<file path="src/rtl/alu_seq_pkg.sv">
// alu_seq_pkg: opcode map, FSM states and flag bit positions for alu_seq.
// The DIV state only exists when ALU_SEQ_DIV_EN is defined.
package alu_seq_pkg;
  typedef enum logic [3:0] {
    OP_ADD, OP_SUB, OP_MUL, OP_DIV, OP_SHL, OP_SHR,
    OP_AND, OP_OR, OP_XOR, OP_XNOR, OP_NAND, OP_NOR
  } op_t;
  typedef enum logic [1:0] {
    S_IDLE,
    S_MUL,
`ifdef ALU_SEQ_DIV_EN
    S_DIV,
`endif
    S_DONE
  } state_t;
  localparam int FLG_ZERO   = 0;
  localparam int FLG_CARRY  = 1;
  localparam int FLG_OVF    = 2;
  localparam int FLG_BORROW = 3;
endpackage

</file>
<file path="src/rtl/alu_seq_iter.sv">
// alu_seq_iter: WIDTH-cycle shift-add multiplier and (with ALU_SEQ_DIV_EN) restoring divider.
// o_lo/o_hi carry the value the registers take on this edge, so they hold the final result while o_done is high.
module alu_seq_iter #(
  parameter int WIDTH = 8
) (
  input  logic             clk,
  input  logic             rst_n,
  input  logic             i_start,
`ifdef ALU_SEQ_DIV_EN
  input  logic             i_div,
  output logic             o_dz,
`endif
  input  logic [WIDTH-1:0] i_a,
  input  logic [WIDTH-1:0] i_b,
  output logic             o_done,
  output logic [WIDTH-1:0] o_lo,
  output logic [WIDTH-1:0] o_hi
);
  localparam int CW = $clog2(WIDTH);
  logic             r_busy;
  logic [CW-1:0]    r_cnt;
  logic [WIDTH-1:0] r_acc, r_q, r_b;
  logic [WIDTH:0]   w_msum;
  logic [WIDTH-1:0] w_acc, w_q;
  assign w_msum = {1'b0, r_acc} + (r_q[0] ? {1'b0, r_b} : '0);
`ifdef ALU_SEQ_DIV_EN
  logic           r_div;
  logic [WIDTH:0] w_sh;
  logic           w_ge;
  // b=0 never restores, so the quotient fills with ones and a shifts intact into the remainder
  assign w_sh  = {r_acc, r_q[WIDTH-1]};
  assign w_ge  = w_sh >= {1'b0, r_b};
  assign w_acc = r_div ? (w_ge ? w_sh[WIDTH-1:0] - r_b : w_sh[WIDTH-1:0]) : w_msum[WIDTH:1];
  assign w_q   = r_div ? {r_q[WIDTH-2:0], w_ge} : {w_msum[0], r_q[WIDTH-1:1]};
  assign o_dz  = r_b == '0;
`else
  assign w_acc = w_msum[WIDTH:1];
  assign w_q   = {w_msum[0], r_q[WIDTH-1:1]};
`endif
  assign o_done = r_busy && r_cnt == CW'(WIDTH - 1);
  assign o_lo   = w_q;
  assign o_hi   = w_acc;
  always_ff @(posedge clk or negedge rst_n) begin
    if (!rst_n) begin
      r_busy <= 1'b0;
      r_cnt  <= '0;
      r_acc  <= '0;
      r_q    <= '0;
      r_b    <= '0;
`ifdef ALU_SEQ_DIV_EN
      r_div  <= 1'b0;
`endif
    end else if (i_start) begin
      r_busy <= 1'b1;
      r_cnt  <= '0;
      r_acc  <= '0;
      r_q    <= i_a;
      r_b    <= i_b;
`ifdef ALU_SEQ_DIV_EN
      r_div  <= i_div;
`endif
    end else if (r_busy) begin
      r_acc  <= w_acc;
      r_q    <= w_q;
      r_cnt  <= r_cnt + CW'(1);
      r_busy <= !o_done;
    end
  end
endmodule

</file>
<file path="src/rtl/alu_seq.sv">
// alu_seq: handshaked multi-cycle ALU; simple ops finish in one cycle, MUL/DIV in WIDTH cycles.
// Define ALU_SEQ_DIV_EN to build the divider; otherwise opcode 3 is illegal.
module alu_seq
  import alu_seq_pkg::*;
#(
  parameter int WIDTH = 8
) (
  input  logic             clk,
  input  logic             rst_n,
  input  logic             in_valid,
  output logic             in_ready,
  input  logic [WIDTH-1:0] a,
  input  logic [WIDTH-1:0] b,
  input  logic [3:0]       sel,
  output logic             out_valid,
  input  logic             out_ready,
  output logic [WIDTH-1:0] out,
  output logic [WIDTH-1:0] out_hi,
  output logic [3:0]       flag
);
  state_t             r_state, w_next;
  logic [WIDTH-1:0]   r_out, r_hi;
  logic [3:0]         r_flg;
  logic               w_accept, w_is_mul, w_is_div, w_iter, w_legal, w_done, w_big, w_dz;
  logic [WIDTH-1:0]   w_res, w_lo, w_hi;
  logic [3:0]         w_flg, w_iflg;
  logic [WIDTH:0]     w_add;
  logic [2*WIDTH-1:0] w_shl, w_shr;
  assign w_accept = in_valid && r_state == S_IDLE;
  assign w_is_mul = sel == OP_MUL;
`ifdef ALU_SEQ_DIV_EN
  assign w_is_div = sel == OP_DIV;
  assign w_legal  = sel <= OP_NOR;
`else
  assign w_is_div = 1'b0;
  assign w_legal  = sel <= OP_NOR && sel != OP_DIV;
  assign w_dz     = 1'b0;
`endif
  assign w_iter = w_is_mul || w_is_div;
  assign w_add  = {1'b0, a} + {1'b0, b};
  assign w_big  = b >= WIDTH'(WIDTH);
  assign w_shl  = {{WIDTH{1'b0}}, a} << b;
  assign w_shr  = {a, {WIDTH{1'b0}}} >> b;
  alu_seq_iter #(.WIDTH(WIDTH)) u_iter (
    .clk    (clk),
    .rst_n  (rst_n),
    .i_start(w_accept && w_iter),
`ifdef ALU_SEQ_DIV_EN
    .i_div  (w_is_div),
    .o_dz   (w_dz),
`endif
    .i_a    (a),
    .i_b    (b),
    .o_done (w_done),
    .o_lo   (w_lo),
    .o_hi   (w_hi)
  );
  always_comb begin
    w_res = '0;
    w_flg = '0;
    case (sel)
      OP_ADD:  begin w_res = w_add[WIDTH-1:0]; w_flg[FLG_CARRY] = w_add[WIDTH]; end
      OP_SUB:  begin w_res = a - b; w_flg[FLG_BORROW] = a < b; end
      OP_SHL:  begin w_res = w_big ? '0 : w_shl[WIDTH-1:0]; w_flg[FLG_CARRY] = w_big ? |a : |w_shl[2*WIDTH-1:WIDTH]; end
      OP_SHR:  begin w_res = w_big ? '0 : w_shr[2*WIDTH-1:WIDTH]; w_flg[FLG_CARRY] = w_big ? |a : |w_shr[WIDTH-1:0]; end
      OP_AND:  w_res = a & b;
      OP_OR:   w_res = a | b;
      OP_XOR:  w_res = a ^ b;
      OP_XNOR: w_res = ~(a ^ b);
      OP_NAND: w_res = ~(a & b);
      OP_NOR:  w_res = ~(a | b);
      default: w_res = '0;
    endcase
    w_flg[FLG_ZERO] = w_legal && w_res == '0;
  end
  // a<b for a nonzero divisor is exactly a zero quotient, so borrow and zero coincide on DIV
  always_comb begin
    w_iflg = '0;
    w_iflg[FLG_ZERO]   = w_lo == '0;
    w_iflg[FLG_OVF]    = r_state == S_MUL ? |w_hi : w_dz;
    w_iflg[FLG_BORROW] = r_state != S_MUL && w_lo == '0;
  end
  always_comb begin
    w_next = r_state;
    case (r_state)
`ifdef ALU_SEQ_DIV_EN
      S_IDLE: w_next = !w_accept ? S_IDLE : w_is_mul ? S_MUL : w_is_div ? S_DIV : S_DONE;
      S_DIV:  w_next = w_done ? S_DONE : S_DIV;
`else
      S_IDLE: w_next = !w_accept ? S_IDLE : w_is_mul ? S_MUL : S_DONE;
`endif
      S_MUL:  w_next = w_done ? S_DONE : S_MUL;
      S_DONE: w_next = out_ready ? S_IDLE : S_DONE;
      default: w_next = S_IDLE;
    endcase
  end
  always_ff @(posedge clk or negedge rst_n) begin
    if (!rst_n) r_state <= S_IDLE;
    else r_state <= w_next;
  end
  always_ff @(posedge clk or negedge rst_n) begin
    if (!rst_n) begin
      r_out <= '0;
      r_hi  <= '0;
      r_flg <= '0;
    end else if (w_accept && !w_iter) begin
      r_out <= w_res;
      r_hi  <= '0;
      r_flg <= w_flg;
    end else if (w_done) begin
      r_out <= w_lo;
      r_hi  <= w_hi;
      r_flg <= w_iflg;
    end
  end
  assign in_ready  = r_state == S_IDLE;
  assign out_valid = r_state == S_DONE;
  assign out       = r_out;
  assign out_hi    = r_hi;
  assign flag      = r_flg;
endmodule

</file>
<file path="config.mk">
export PLATFORM = sky130hd
export DESIGN_NAME = alu_seq
export DESIGN_NICKNAME = d
export VERILOG_FILES = /design/src/rtl/alu_seq_pkg.sv /design/src/rtl/alu_seq_iter.sv /design/src/rtl/alu_seq.sv
export SDC_FILE = /design/constraint.sdc
export NUM_CORES = 1
export LEC_CHECK = 0
export ABC_AREA = 1
export BUFFER_PORTS_ARGS = -buffer_cell sky130_fd_sc_hd__clkbuf_2
export CORE_ASPECT_RATIO = 0.6
export CORE_MARGIN = 2
export CORE_UTILIZATION = 60
export CTS_BUF_LIST = sky130_fd_sc_hd__clkbuf_8 sky130_fd_sc_hd__clkbuf_16
export DETAILED_ROUTE_END_ITERATION = 8
export PLACE_DENSITY = 0.81
export SLEW_MARGIN = 10
export SYNTH_ARGS = -nofsm -noshare
export SYNTH_HDL_FRONTEND = slang
export SYNTH_SLANG_ARGS = --single-unit
</file>
<file path="constraint.sdc">
create_clock -name clk -period 4 [get_ports clk]
set_input_delay 0.4 -clock clk [delete_from_list [all_inputs] [get_ports clk]]
set_output_delay 0.4 -clock clk [all_outputs]
set_load 0.005 [all_outputs]
</file>
Word-level counts from Yosys, hierarchy flattened
Cells that the tools add are included.
{"block": "classes", "n_addsub": 4, "magnitude_cmp": 3, "n_eq_ne": 15, "shifts": 2, "mux": 28, "bitwise_logic": 6, "reduce_logical": 19}
{"operator": "$mux 8", "count": 11}
{"operator": "$pmux 8 s10", "count": 1}
{"operator": "$reduce_or 8->1", "count": 4}
{"operator": "$not 8->8", "count": 3}
{"operator": "$eq 4x3->1 const B", "count": 4}
{"operator": "$eq 4x4->1 const B", "count": 4}
{"operator": "$logic_not 8->1", "count": 2}
{"operator": "$shl 8x8->16", "count": 1}
{"operator": "$shr 16x8->16", "count": 1}
{"operator": "$add 8x8->9", "count": 1}
{"operator": "$add 8x9->9", "count": 1}
{"operator": "$and 8x8->8", "count": 1}
{"operator": "$ge 8x4->1 const B", "count": 1}
{"operator": "$lt 8x8->1", "count": 1}
{"operator": "$mux 2", "count": 4}
{"operator": "$mux 4", "count": 2}
{"operator": "$or 8x8->8", "count": 1}
{"operator": "$sub 8x8->8", "count": 1}
{"operator": "$xor 8x8->8", "count": 1}
{"operator": "$logic_and 1x1->1", "count": 7}
{"operator": "$mux 1", "count": 6}
{"operator": "$mux 3", "count": 2}
{"operator": "$pmux 2 s3", "count": 1}
{"operator": "$eq 4x1->1 const B", "count": 1}
{"operator": "13 further kinds", "count": 15}
{"block": "totals", "ff_bits": 50, "input_bits": 24, "out_inout_bits": 22, "wordCells": 86}

Depth between registers and ports, before layout
Gate-level depths: netlist of the first run.
{"block": "depth", "depth_word": 6, "mapped_depth": 19, "depth_no_buf": 18}

Modules after synthesis
Synthesis of the first run repeated with hierarchy kept, for this count alone.
{"block": "unflattened", "hier_cells": 703, "hier_area_um2": 4724.5}
{"module": "alu_seq", "n_inst": 1, "cells_per_inst": 505, "area_per_inst_um2": 3089.2, "seq_area_each_um2": 550.5}
{"module": "alu_seq_iter", "n_inst": 1, "cells_per_inst": 198, "area_per_inst_um2": 1635.3, "seq_area_each_um2": 700.7}

Worst setup path after synthesis of the first run
Ideal clock, no wire load.
{"block": "synth_timing", "path_kind": "input to register", "startpoint": "input b[1]", "endpoint": "register r_flg[0], in the netlist flag[0]", "setup_time_ns": 0.077, "t_arrival_ns": 2.200, "required_ns": 3.923, "setup_slack_ns": 1.723, "stages": 16, "n_path_buf": 2, "cell_sequence": "buf_2 > clkinv_1 > buf_4 > ha_1 > inv_1 > nand3_1 > nand3_1 > nand4_1 > nand2_1 > nand2_1 > nand3_1 > nand2_1 > nand3b_1 > nand2_1 > nand3_1 > a21oi_1"}
{"block": "synth_via", "elab_chain_len": 6, "word_cells_on_any_way": 17, "classes_between": "add/sub: 2; order compare: 1; shift: 2; mux: 4; bitwise: 6; reduce/logical: 2"}
{"item": "start, declared", "line": "alu_seq.sv:13", "source": "input logic [WIDTH-1:0] b,"}
{"item": "$ge 8x4->1, or another cell as far along", "line": "alu_seq.sv:41", "source": "assign w_big = b >= WIDTH'(WIDTH);"}
{"item": "$mux 8, or another cell as far along", "line": "alu_seq.sv:65", "source": "OP_SHR: begin w_res = w_big ? '0 : w_shr[2*WIDTH-1:WIDTH]; w_flg[FLG_CARRY] = w_big ? |a : |w_shr[WIDTH-1:0]; ..."}
{"item": "$pmux 8 s10 (*)", "line": "alu_seq.sv:61", "source": "case (sel)"}
{"item": "$logic_not 8->1 (*)", "line": "alu_seq.sv:74", "source": "w_flg[FLG_ZERO] = w_legal && w_res == '0;"}
{"item": "$logic_and 1x1->1 (*)", "line": "alu_seq.sv:74"}
{"item": "$mux 4 (*)", "line": "alu_seq.sv:106", "source": "end else if (w_accept && !w_iter) begin"}
{"item": "end signal, assigned", "line": "alu_seq.sv:109", "source": "r_flg <= w_flg;"}
{"item": "end signal, assigned", "line": "alu_seq.sv:113", "source": "r_flg <= w_iflg;"}
{"item": "end, declared", "line": "alu_seq.sv:23", "source": "logic [3:0] r_flg;"}
Mark *: on every way between the ends. The rest lies on a longest branch, timed or not.
A chain may end at the register's enable or synchronous reset.

Final worst setup path of the first run
{"block": "layout_timing", "startpoint": "register u_iter.r_q[0]", "endpoint": "register r_flg[2], in the netlist flag[2]"}
{"block": "layout_via", "elab_chain_len": 6}
{"item": "start, declared", "line": "alu_seq_iter.sv:22", "source": "logic [WIDTH-1:0] r_acc, r_q, r_b;"}
{"item": "start signal, assigned", "line": "alu_seq_iter.sv:57", "source": "r_q <= i_a;"}
{"item": "start signal, assigned", "line": "alu_seq_iter.sv:64", "source": "r_q <= w_q;"}
{"item": "$mux 8", "line": "alu_seq_iter.sv:25", "source": "assign w_msum = {1'b0, r_acc} + (r_q[0] ? {1'b0, r_b} : '0);"}
{"item": "$add 8x9->9", "line": "alu_seq_iter.sv:25"}
{"item": "$reduce_or 8->1", "line": "alu_seq.sv:80", "source": "w_iflg[FLG_OVF] = r_state == S_MUL ? |w_hi : w_dz;"}
{"item": "$mux 1", "line": "alu_seq.sv:80"}
{"item": "$mux 4", "line": "alu_seq.sv:110", "source": "end else if (w_done) begin"}
{"item": "$mux 4", "line": "alu_seq.sv:106"}
Every way passes these cells. The select of a mux whose other input is x is not followed.

==> flow_metrics.tcl, run 1 <==
set metrics [dict create \
    status "finished, final reports clean" \
    peakVddDrop_uv 432 \
    cts_buffer_depth 2 \
    drive_gt1_frac 0.110 \
    syn_area_per_cell_um2 6.84 \
    critPathCaptureType "flop" \
    startpoint "u_iter.r_q[0]$_DFFE_PN0P_" \
    numCtsBuffers 5 \
    ys_seq_area_frac 0.283 \
    syn_nets 711 \
    post-cts-setup-buffer-count 0 \
    die_area_um2 8090 \
    r2r-end "flag[2]$_DFFE_PN0P_" \
    fin_crit_sh 0.703 \
    setup_tns_ns 0 \
    worst_hold_path_type "in -> async" \
    vias_per_cell 6.49 \
    power.leakage_nw 2.62 \
    area_growth_pct 10.1 \
    final_cells 775 \
    htree_levels 2 \
    place_hpwl_um 12200 \
    grt_pass1_wl_um 24700 \
    grt_pass1_vias 4447 \
    die_x_um 115 \
    synth_edf_count 0 \
    clk_latency_ns 0.30 \
    reg2regPathDepth 13 \
    slew_viol_final 0 \
    drtAntennaViolNets 0 \
    io_buffer_count 45 \
    report.final.hold_viol_count 0 \
    drv_cap 0 \
    firstDrtPassIters 7 \
    routed_wl_um 16000 \
    syn_area_um2 4420 \
    ys_types 43 \
    critical_path.endpoint "flag[2]$_DFFE_PN0P_" \
    io_pins 46 \
    required_ns 4.18 \
    rsz0062_at_grt "false" \
    cts_sinks 50 \
    start_util 0.613 \
    cts_tree "yes" \
    drc 0 \
    fin_nets 748 \
    total_power_mw 2.10 \
    relSlewSlack 0.482 \
    fin_crit_ns 2.81 \
    arrival_ns 2.99 \
    path_max_fanout 9 \
    yosys_warnings 0 \
    grt_max_degree 51 \
    drtIter0Drc 785 \
    synthFlopType "dfrtp_1" \
    skew_ns 0.00635 \
    clk_pin_slew_ns 0.07 \
    crit_type "reg -> reg" \
    r2r-start "u_iter.r_q[0]$_DFFE_PN0P_" \
    dieHeight_um 70.5 \
    fin_util 0.675 \
    ys_seq_elements 50 \
    track_usage 0.405 \
    start_kind "flop" \
    dp_cells 767 \
    powerDensity_nw_per_um2 432 \
    overflow 0 \
    setup_viol 0 \
    num_rows 24 \
    diodes 0 \
    coreArea_um2 7210 \
    synthCells 646 \
    place.gp.congestion 1.11 \
    vias 5026 \
    antenna_found_initial 0 \
    post_drt_wl_per_cell_um 20.6 \
    holdBufCountCts 0 \
    reg2reg_slack_ns 1.19 \
    fmax_mhz 355 \
    synthArstFlopShare 1.00 \
    ctsResizeCount 0 \
    cts_root_buffer "clkbuf_16" \
    tightest_slew_ns 0.758 \
]
-- sequential cells by signal, summed over array words and instances, names as in the netlist --
| signal | count |
|---|---|
| u_iter.r_cnt | 3 |
| u_iter.r_busy | 1 |
| u_iter.r_q | 8 |
| out | 8 |
| out_hi | 8 |
| u_iter.r_b | 8 |
| u_iter.r_acc | 8 |
| flag | 4 |
| r_state | 2 |
-- cells in the mapped netlist (3+ instances only) --
| master | count | area, µm² |
|---|---|---|
| nand2_1 | 160 | 601 |
| buf_2 | 9 | 45.0 |
| buf_4 | 3 | 22.5 |
| o21bai_1 | 5 | 37.5 |
| o21ai_1 | 4 | 20.0 |
| nand4_1 | 20 | 125 |
| dfrtp_1 | 50 | 1250 |
| inv_2 | 7 | 26.3 |
| a21oi_1 | 24 | 120 |
| o221ai_1 | 15 | 131 |
| ha_1 | 38 | 475 |
| xor2_1 | 5 | 43.8 |
| inv_1 | 74 | 278 |
| nor2_2 | 3 | 18.8 |
| o22ai_1 | 3 | 18.8 |
| clkbuf_1 | 7 | 26.3 |
| nand3_1 | 81 | 405 |
| o21ai_0 | 45 | 225 |
| nor4_1 | 4 | 25.0 |
| fa_1 | 3 | 60.1 |
| nor2_1 | 47 | 176 |
| nor3_1 | 6 | 30.0 |
-- layer usage --
| metal | GRT usage | vias to the layer above | share of wire |
|---|---|---|---|
| li1 | - | 2257 | - |
| met1 | 0.608 | 2297 | 0.43 |
| met2 | 0.521 | 412 | 0.38 |
| met3 | 0.190 | 60 | 0.17 |
| met4 | 0.0910 | 0 | 0.026 |
| met5 | 0 | - | 0 |
-- power by group --
part | internal, mW | switching (mW) | total [mW] | leakage (nW)
logic | 0.287 | 0.549 | 0.836 | 1.88
clock network | 0.295 | 0.202 | 0.497 | 0.0760
registers | 0.646 | 0.121 | 0.767 | 0.664
total | 1.23 | 0.872 | 2.10 | 2.62
-- worst max-delay path: stages (launching register included) --
cell and delay, ns:
dfrtp_1 0.47, nand2_1 0.11, inv_1 0.09, ha_1 0.24, fa_1 0.42, a21oi_1 0.19, o21bai_1 0.11, a21oi_1 0.15
o21bai_1 0.14, xnor2_1 0.31, nand3_1 0.10, nand3b_1 0.21, nand2_1 0.08, nand2_1 0.07
-- area by class of cell --
cell class	instances	area [µm²]
fillers	608	2340
repair buffers	50	263
well taps	91	114
multi-input cells	493	2760
clock inverters	3	45.0
inverters	83	312
flip-flops and latches	50	1250
clock buffers	5	125
-- how the worst min path moves through the flow --
stage / end / slack (ns) / from / cells past startpoint
2_1_floorplan: flag[0]$_DFFE_PN0P_ / 0.10 / rst_n / 0
3_3_place_gp: flag[2]$_DFFE_PN0P_ / 0.46 / flag[2]$_DFFE_PN0P_ / 2
3_5_place_dp: flag[2]$_DFFE_PN0P_ / 0.47 / flag[2]$_DFFE_PN0P_ / 2
4_1_cts: u_iter.r_cnt[2]$_DFFE_PN0P_ / 0.23 / rst_n / 2
5_1_grt: u_iter.r_cnt[2]$_DFFE_PN0P_ / 0.28 / rst_n / 2
6_report: u_iter.r_busy$_DFF_PN0_ / 0.20 / rst_n / 2
-- kinds of logic (layout without fill, tap and decap cells) --
group | Yosys count | count (layout) | share of synthesized area
AND/OR/NAND/NOR | 331 | 331 | 0.332
AO/OA/AOI/OAI | 114 | 114 | 0.157
buffers and inverters | 103 | 141 | 0.0929
flip-flops | 50 | 50 | 0.283
adder cells (fa/ha/maj) | 41 | 41 | 0.121
XOR/XNOR | 7 | 7 | 0.0139
-- metrics by stage --
stage | worst slack (ns) | hold WS, ns | cell area, µm²
2_1_floorplan | 1.72 | 0.104 | 4420
3_3_place_gp | 1.40 | 0.463 | 4700
3_5_place_dp | 1.34 | 0.466 | 4700
4_1_cts | 1.29 | 0.228 | 4870
5_1_grt | 1.01 | 0.277 | 4870
6_report | 1.19 | 0.201 | 4870
-- cells in the final DEF, fill, tap and decap left out, types with 2 or more instances in the layout --
cell type / instances
a21o_1: 2
a21oi_1: 24
a22o_1: 2
a22oi_1: 2
a31oi_1: 2
buf_4: 5
clkbuf_16: 5
clkbuf_2: 45
clkinv_1: 2
clkinvlp_4: 2
dfrtp_1: 50
fa_1: 3
ha_1: 38
inv_1: 74
inv_2: 7
nand2_1: 160
nand2_2: 2
nand3_1: 81
nand3_2: 2
nand3b_1: 2
nand4_1: 20
nor2_1: 47
nor2_2: 3
nor3_1: 6
nor3_2: 2
nor4_1: 4
o211ai_1: 2
o21a_1: 2
o21ai_0: 45
o21ai_1: 4
o21bai_1: 5
o221ai_1: 15
o22ai_1: 3
xnor2_1: 2
xor2_1: 5
No activity file was read; power rests on OpenSTA's default activity.
==> inputs of run 2 (changes only) <==
==> constraint.sdc (replaced) <==
create_clock -name clk -period 2.92 [get_ports clk]
set_input_delay 0.292 -clock clk [delete_from_list [all_inputs] [get_ports clk]]
set_output_delay 0.292 -clock clk [all_outputs]
set_load 0.005 [all_outputs]
==> flow_metrics.tcl, run 2 (synthesized netlist as in run 1, its figures left out) <==
set metrics [dict create \
    holdBufCountCts 0 \
    overflow 0 \
    io_pins 46 \
    coreArea_um2 7210 \
    status "finished, final reports clean" \
    fin_util 0.682 \
    reg2regPathDepth 13 \
    area_growth_pct 11.2 \
    arrival_ns 2.98 \
    diodes 0 \
    rsz0062_at_grt "false" \
    io_buffer_count 45 \
    post_drt_wl_per_cell_um 20.0 \
    fillers 616 \
    fin_nets 754 \
    grt_pass1_wl_um 24100 \
    setup_viol 0 \
    dieHeight_um 70.5 \
    grt_pass1_vias 4529 \
    start_util 0.613 \
    vias 5077 \
    worst_hold_path_type "in -> async" \
    grt_max_degree 40 \
    powerDensity_nw_per_um2 588 \
    drtAntennaViolNets 0 \
    drv_cap 0 \
    power.leakage_nw 2.65 \
    peakVddDrop_uv 420 \
    fmax_mhz 359 \
    ctsResizeCount 0 \
    cpMaxStageDelayCell "dfrtp_1" \
    cts_tree "yes" \
    report.final.hold_viol_count 0 \
    reg2reg_slack_ns 0.14 \
    relSlewSlack 0.343 \
    place.gp.congestion 1.13 \
    antenna_found_initial 0 \
    slew_viol_final 0 \
    required_ns 3.12 \
    drc 0 \
    worst_path_most_repeated_cell "nand2_1" \
    max_stage_delay_ns 0.50 \
    cts_buffer_depth 2 \
    mostFrequentLayoutCell "nand2_1" \
    cp_cell_sequence "nand2_1 > inv_1 > ha_1 > fa_1 > a21oi_1 > o21bai_1 > xor2_1 > nand2_1 > nor3_1 > nand3_1 > nand3b_1 > nand2_1 > nand2_1" \
    clk_latency_ns 0.30 \
    routed_wl_um 15600 \
    htree_levels 2 \
    place_hpwl_um 11900 \
    tightest_slew_ns 0.986 \
    num_rows 24 \
    die_area_um2 8090 \
    setup_tns_ns 0 \
    cts_root_buffer "clkbuf_16" \
    vias_per_cell 6.50 \
    drtIter0Drc 1061 \
    numCtsBuffers 5 \
    path_buf_inv 1 \
    drive_gt1_frac 0.117 \
    r2r-end "flag[2]$_DFFE_PN0P_" \
    track_usage 0.397 \
    start_kind "flop" \
    skew_ns 0.00700 \
    critical_path.top_delay_family "simple AND/OR/NAND/NOR gates" \
    crit_type "reg -> reg" \
    most-common-layout-cells "nand2_1 (160), nand3_1 (81), inv_1 (74), dfrtp_1 (50), nor2_1 (47)" \
    path_max_fanout 9 \
    clk_pin_slew_ns 0.07 \
    fin_crit_sh 0.953 \
    die_x_um 115 \
    cts_sinks 50 \
    critPathCaptureType "flop" \
    r2r-start "u_iter.r_q[0]$_DFFE_PN0P_" \
    fin_crit_ns 2.78 \
    post-cts-setup-buffer-count 0 \
    firstDrtPassIters 7 \
]
==> run 2: worst max path at each step <==
stage,start,to,depth (start not counted)
after detailed placement,u_iter.r_q[0]$_DFFE_PN0P_,flag[2]$_DFFE_PN0P_,13
after floorplan,u_iter.r_q[0]$_DFFE_PN0P_,flag[2]$_DFFE_PN0P_,14
final,u_iter.r_q[0]$_DFFE_PN0P_,flag[2]$_DFFE_PN0P_,13
after global routing,u_iter.r_q[0]$_DFFE_PN0P_,flag[2]$_DFFE_PN0P_,13
after global placement,u_iter.r_q[0]$_DFFE_PN0P_,flag[2]$_DFFE_PN0P_,13
after CTS,u_iter.r_q[0]$_DFFE_PN0P_,flag[2]$_DFFE_PN0P_,13
==> run 2: stage by stage <==
stage	total power [mW]	setup WS (ns)	hold WS (ns)	instances	cell area, µm²
after global placement	2.09	0.327	0.464	773	4740
final	2.89	0.136	0.138	781	4910
after CTS	2.82	0.250	0.171	781	4910
after floorplan	1.72	0.672	-0.00359	646	4420
after detailed placement	2.13	0.296	0.475	773	4740
after global routing	3.03	0.0408	0.243	781	4910
==> run 2: final cells by class <==
class | count | area, µm² | area share
multi-input combinational | 493 | 2760 | 0.561
sequential | 50 | 1250 | 0.255
inverter | 83 | 312 | 0.0634
timing repair buffer | 56 | 308 | 0.0627
clock buffer | 5 | 125 | 0.0255
tap | 91 | 114 | 0.0232
clock inverter | 3 | 45.0 | 0.00917
==> run 2: report_power, final <==
group          switching [mW]  leakage, nW  internal (mW)  total, mW
Clock                   0.280       0.0760          0.405      0.685
Combinational           0.765         1.91          0.397       1.16
Sequential              0.156        0.664          0.885       1.04
==> run 2: routing by layer <==
metal	track usage	wire, µm	vias up
met1	0.573	6650	2336
met4	0.0870	376	0
met2	0.523	5910	420
met3	0.206	2710	56
met5	0	0	-
li1	-	-	2265
==> inputs of run 3 (changes only) <==
--- a/config.mk
+++ b/config.mk
@@ -12,6 +12,7 @@
 export CORE_UTILIZATION = 60
 export CTS_BUF_LIST = sky130_fd_sc_hd__clkbuf_8 sky130_fd_sc_hd__clkbuf_16
 export DETAILED_ROUTE_END_ITERATION = 8
+export GPL_TIMING_DRIVEN = 0
 export PLACE_DENSITY = 0.81
 export SLEW_MARGIN = 10
 export SYNTH_ARGS = -nofsm -noshare
==> flow_metrics.tcl, run 3 (synthesized netlist as in run 1, its figures left out) <==
set metrics [dict create \
    setup_tns_ns 0 \
    vias 4942 \
    drive_gt1_frac 0.123 \
    r2r-start "u_iter.r_q[0]$_DFFE_PN0P_" \
    io_pins 46 \
    mostFrequentLayoutCell "nand2_1" \
    cts_tree "yes" \
    r2r-end "flag[2]$_DFFE_PN0P_" \
    reg2reg_slack_ns 0.19 \
    pre_cts_ws_ns 0.0314 \
    skew_ns 0.00723 \
    clk_latency_ns 0.29 \
    cpMaxStageDelayCell "dfrtp_2" \
    vias_per_cell 6.27 \
    cts_buffer_depth 2 \
    clk_pin_slew_ns 0.07 \
    worst_hold_path_type "in -> async" \
    required_ns 3.11 \
    fin_nets 761 \
    grt_pass1_wl_um 22500 \
    reg2regPathDepth 13 \
    die_area_um2 8090 \
    slew_viol_final 0 \
    rsz0062_at_grt "false" \
    antenna_found_initial 0 \
    num_rows 24 \
    place_hpwl_um 11400 \
    place_area_um2 4750 \
    grt_max_degree 51 \
    total_power_mw 2.78 \
    fillers 631 \
    fin_crit_sh 0.935 \
    drc 0 \
    setup_viol 0 \
    cp_cell_sequence "nand2_1 > inv_1 > ha_1 > fa_1 > a21oi_1 > o21bai_1 > a21oi_1 > o21bai_1 > a21o_1 > a21oi_1 > nand3b_1 > nand2_1 > nand2_1" \
    status "finished, final reports clean" \
    die_x_um 115 \
    crit_type "reg -> reg" \
    fmax_mhz 366 \
    dieHeight_um 70.5 \
    drtIter0Drc 749 \
    io_buffer_count 44 \
    arrival_ns 2.92 \
    area_growth_pct 11.6 \
    routed_wl_um 14400 \
    critPathCaptureType "flop" \
    dp_cells 781 \
    most-common-layout-cells "nand2_1 (160), nand3_1 (81), inv_1 (74), dfrtp_1 (49), nor2_1 (47)" \
    powerDensity_nw_per_um2 564 \
    overflow 0 \
    cts_root_buffer "clkbuf_16" \
    regArea_um2 1250 \
    fin_crit_ns 2.73 \
    stdcell_area_um2 4930 \
    tightest_slew_ns 0.677 \
    htree_levels 2 \
    post_drt_wl_per_cell_um 18.3 \
    coreArea_um2 7210 \
    drtAntennaViolNets 0 \
    final_cells 788 \
    path_max_fanout 9 \
    max_stage_delay_ns 0.47 \
    start_util 0.613 \
    firstDrtPassIters 5 \
    relSlewSlack 0.537 \
    report.final.hold_viol_count 0 \
    multiInputGateArea_um2 2780 \
    fin_util 0.684 \
    diodes 0 \
    numCtsBuffers 5 \
    start_kind "flop" \
    peakVddDrop_uv 388 \
    power.leakage_nw 2.66 \
    grt_pass1_vias 4338 \
    drv_cap 0 \
    setup_ws_ns 0.189 \
    whs_ns 0.0128 \
    track_usage 0.363 \
    cts_sinks 50 \
    place.gp.congestion 0.977 \
]
[run 3: changes by cell type in the layout (fill, tap and decap cells not counted), moves of 2 or more]
cell        change
clkinv_4        +2
clkinvlp_4      -2
buf_2           +9
clkbuf_1        +6
buf_4           -7
[run 3: cell type report]
| class | count | area share |
|---|---|---|
| clock inverter | 2 | 0.00355 |
| buffer | 19 | 0.0193 |
| multi-input combinational | 493 | 0.563 |
| timing repair buffer | 44 | 0.0452 |
| inverter | 83 | 0.0632 |
| clock buffer | 6 | 0.0282 |
| sequential | 50 | 0.254 |
| tap | 91 | 0.0231 |
[run 3: worst max-delay path: cells and delay by family (launching register included)]
kind            cells  cell delay, ns
simple gates        4            0.43
buf+inv             1            0.04
compound gates      6            1.07
fa+ha+maj           2            0.61
flops               1            0.47
[run 3: routing by layer]
layer	GRT usage	part of all wire	wire length [µm]
met3	0.118	0.15	2100
met5	0	0	0
met1	0.571	0.45	6480
met4	0.0616	0.010	144
met2	0.483	0.39	5700
[run 3: report_power, final]
part	total, mW	leakage (nW)	switching, mW	internal, mW
registers	1.03	0.663	0.146	0.886
logic	1.13	1.92	0.733	0.402
clock network	0.613	0.0770	0.269	0.344
total	2.78	2.66	1.15	1.63
[run 3: worst max-delay path by stage]
stage	from	end	depth (start not counted)
6_report	u_iter.r_q[0]$_DFFE_PN0P_	flag[2]$_DFFE_PN0P_	13
4_1_cts	u_iter.r_q[0]$_DFFE_PN0P_	flag[2]$_DFFE_PN0P_	14
5_1_grt	u_iter.r_q[0]$_DFFE_PN0P_	flag[2]$_DFFE_PN0P_	13
3_5_place_dp	b[1]	flag[0]$_DFFE_PN0P_	14
3_3_place_gp	b[1]	flag[0]$_DFFE_PN0P_	14
2_1_floorplan	u_iter.r_q[0]$_DFFE_PN0P_	flag[2]$_DFFE_PN0P_	14
[run 3: timing repair]
| item | in CTS | in global routing |
|---|---|---|
| buffers inserted | 0 | 0 |
| hold buffers | 0 | 0 |
| setup endpoints to repair | 0 | 2 |
| resized for setup | 0 | 4 |
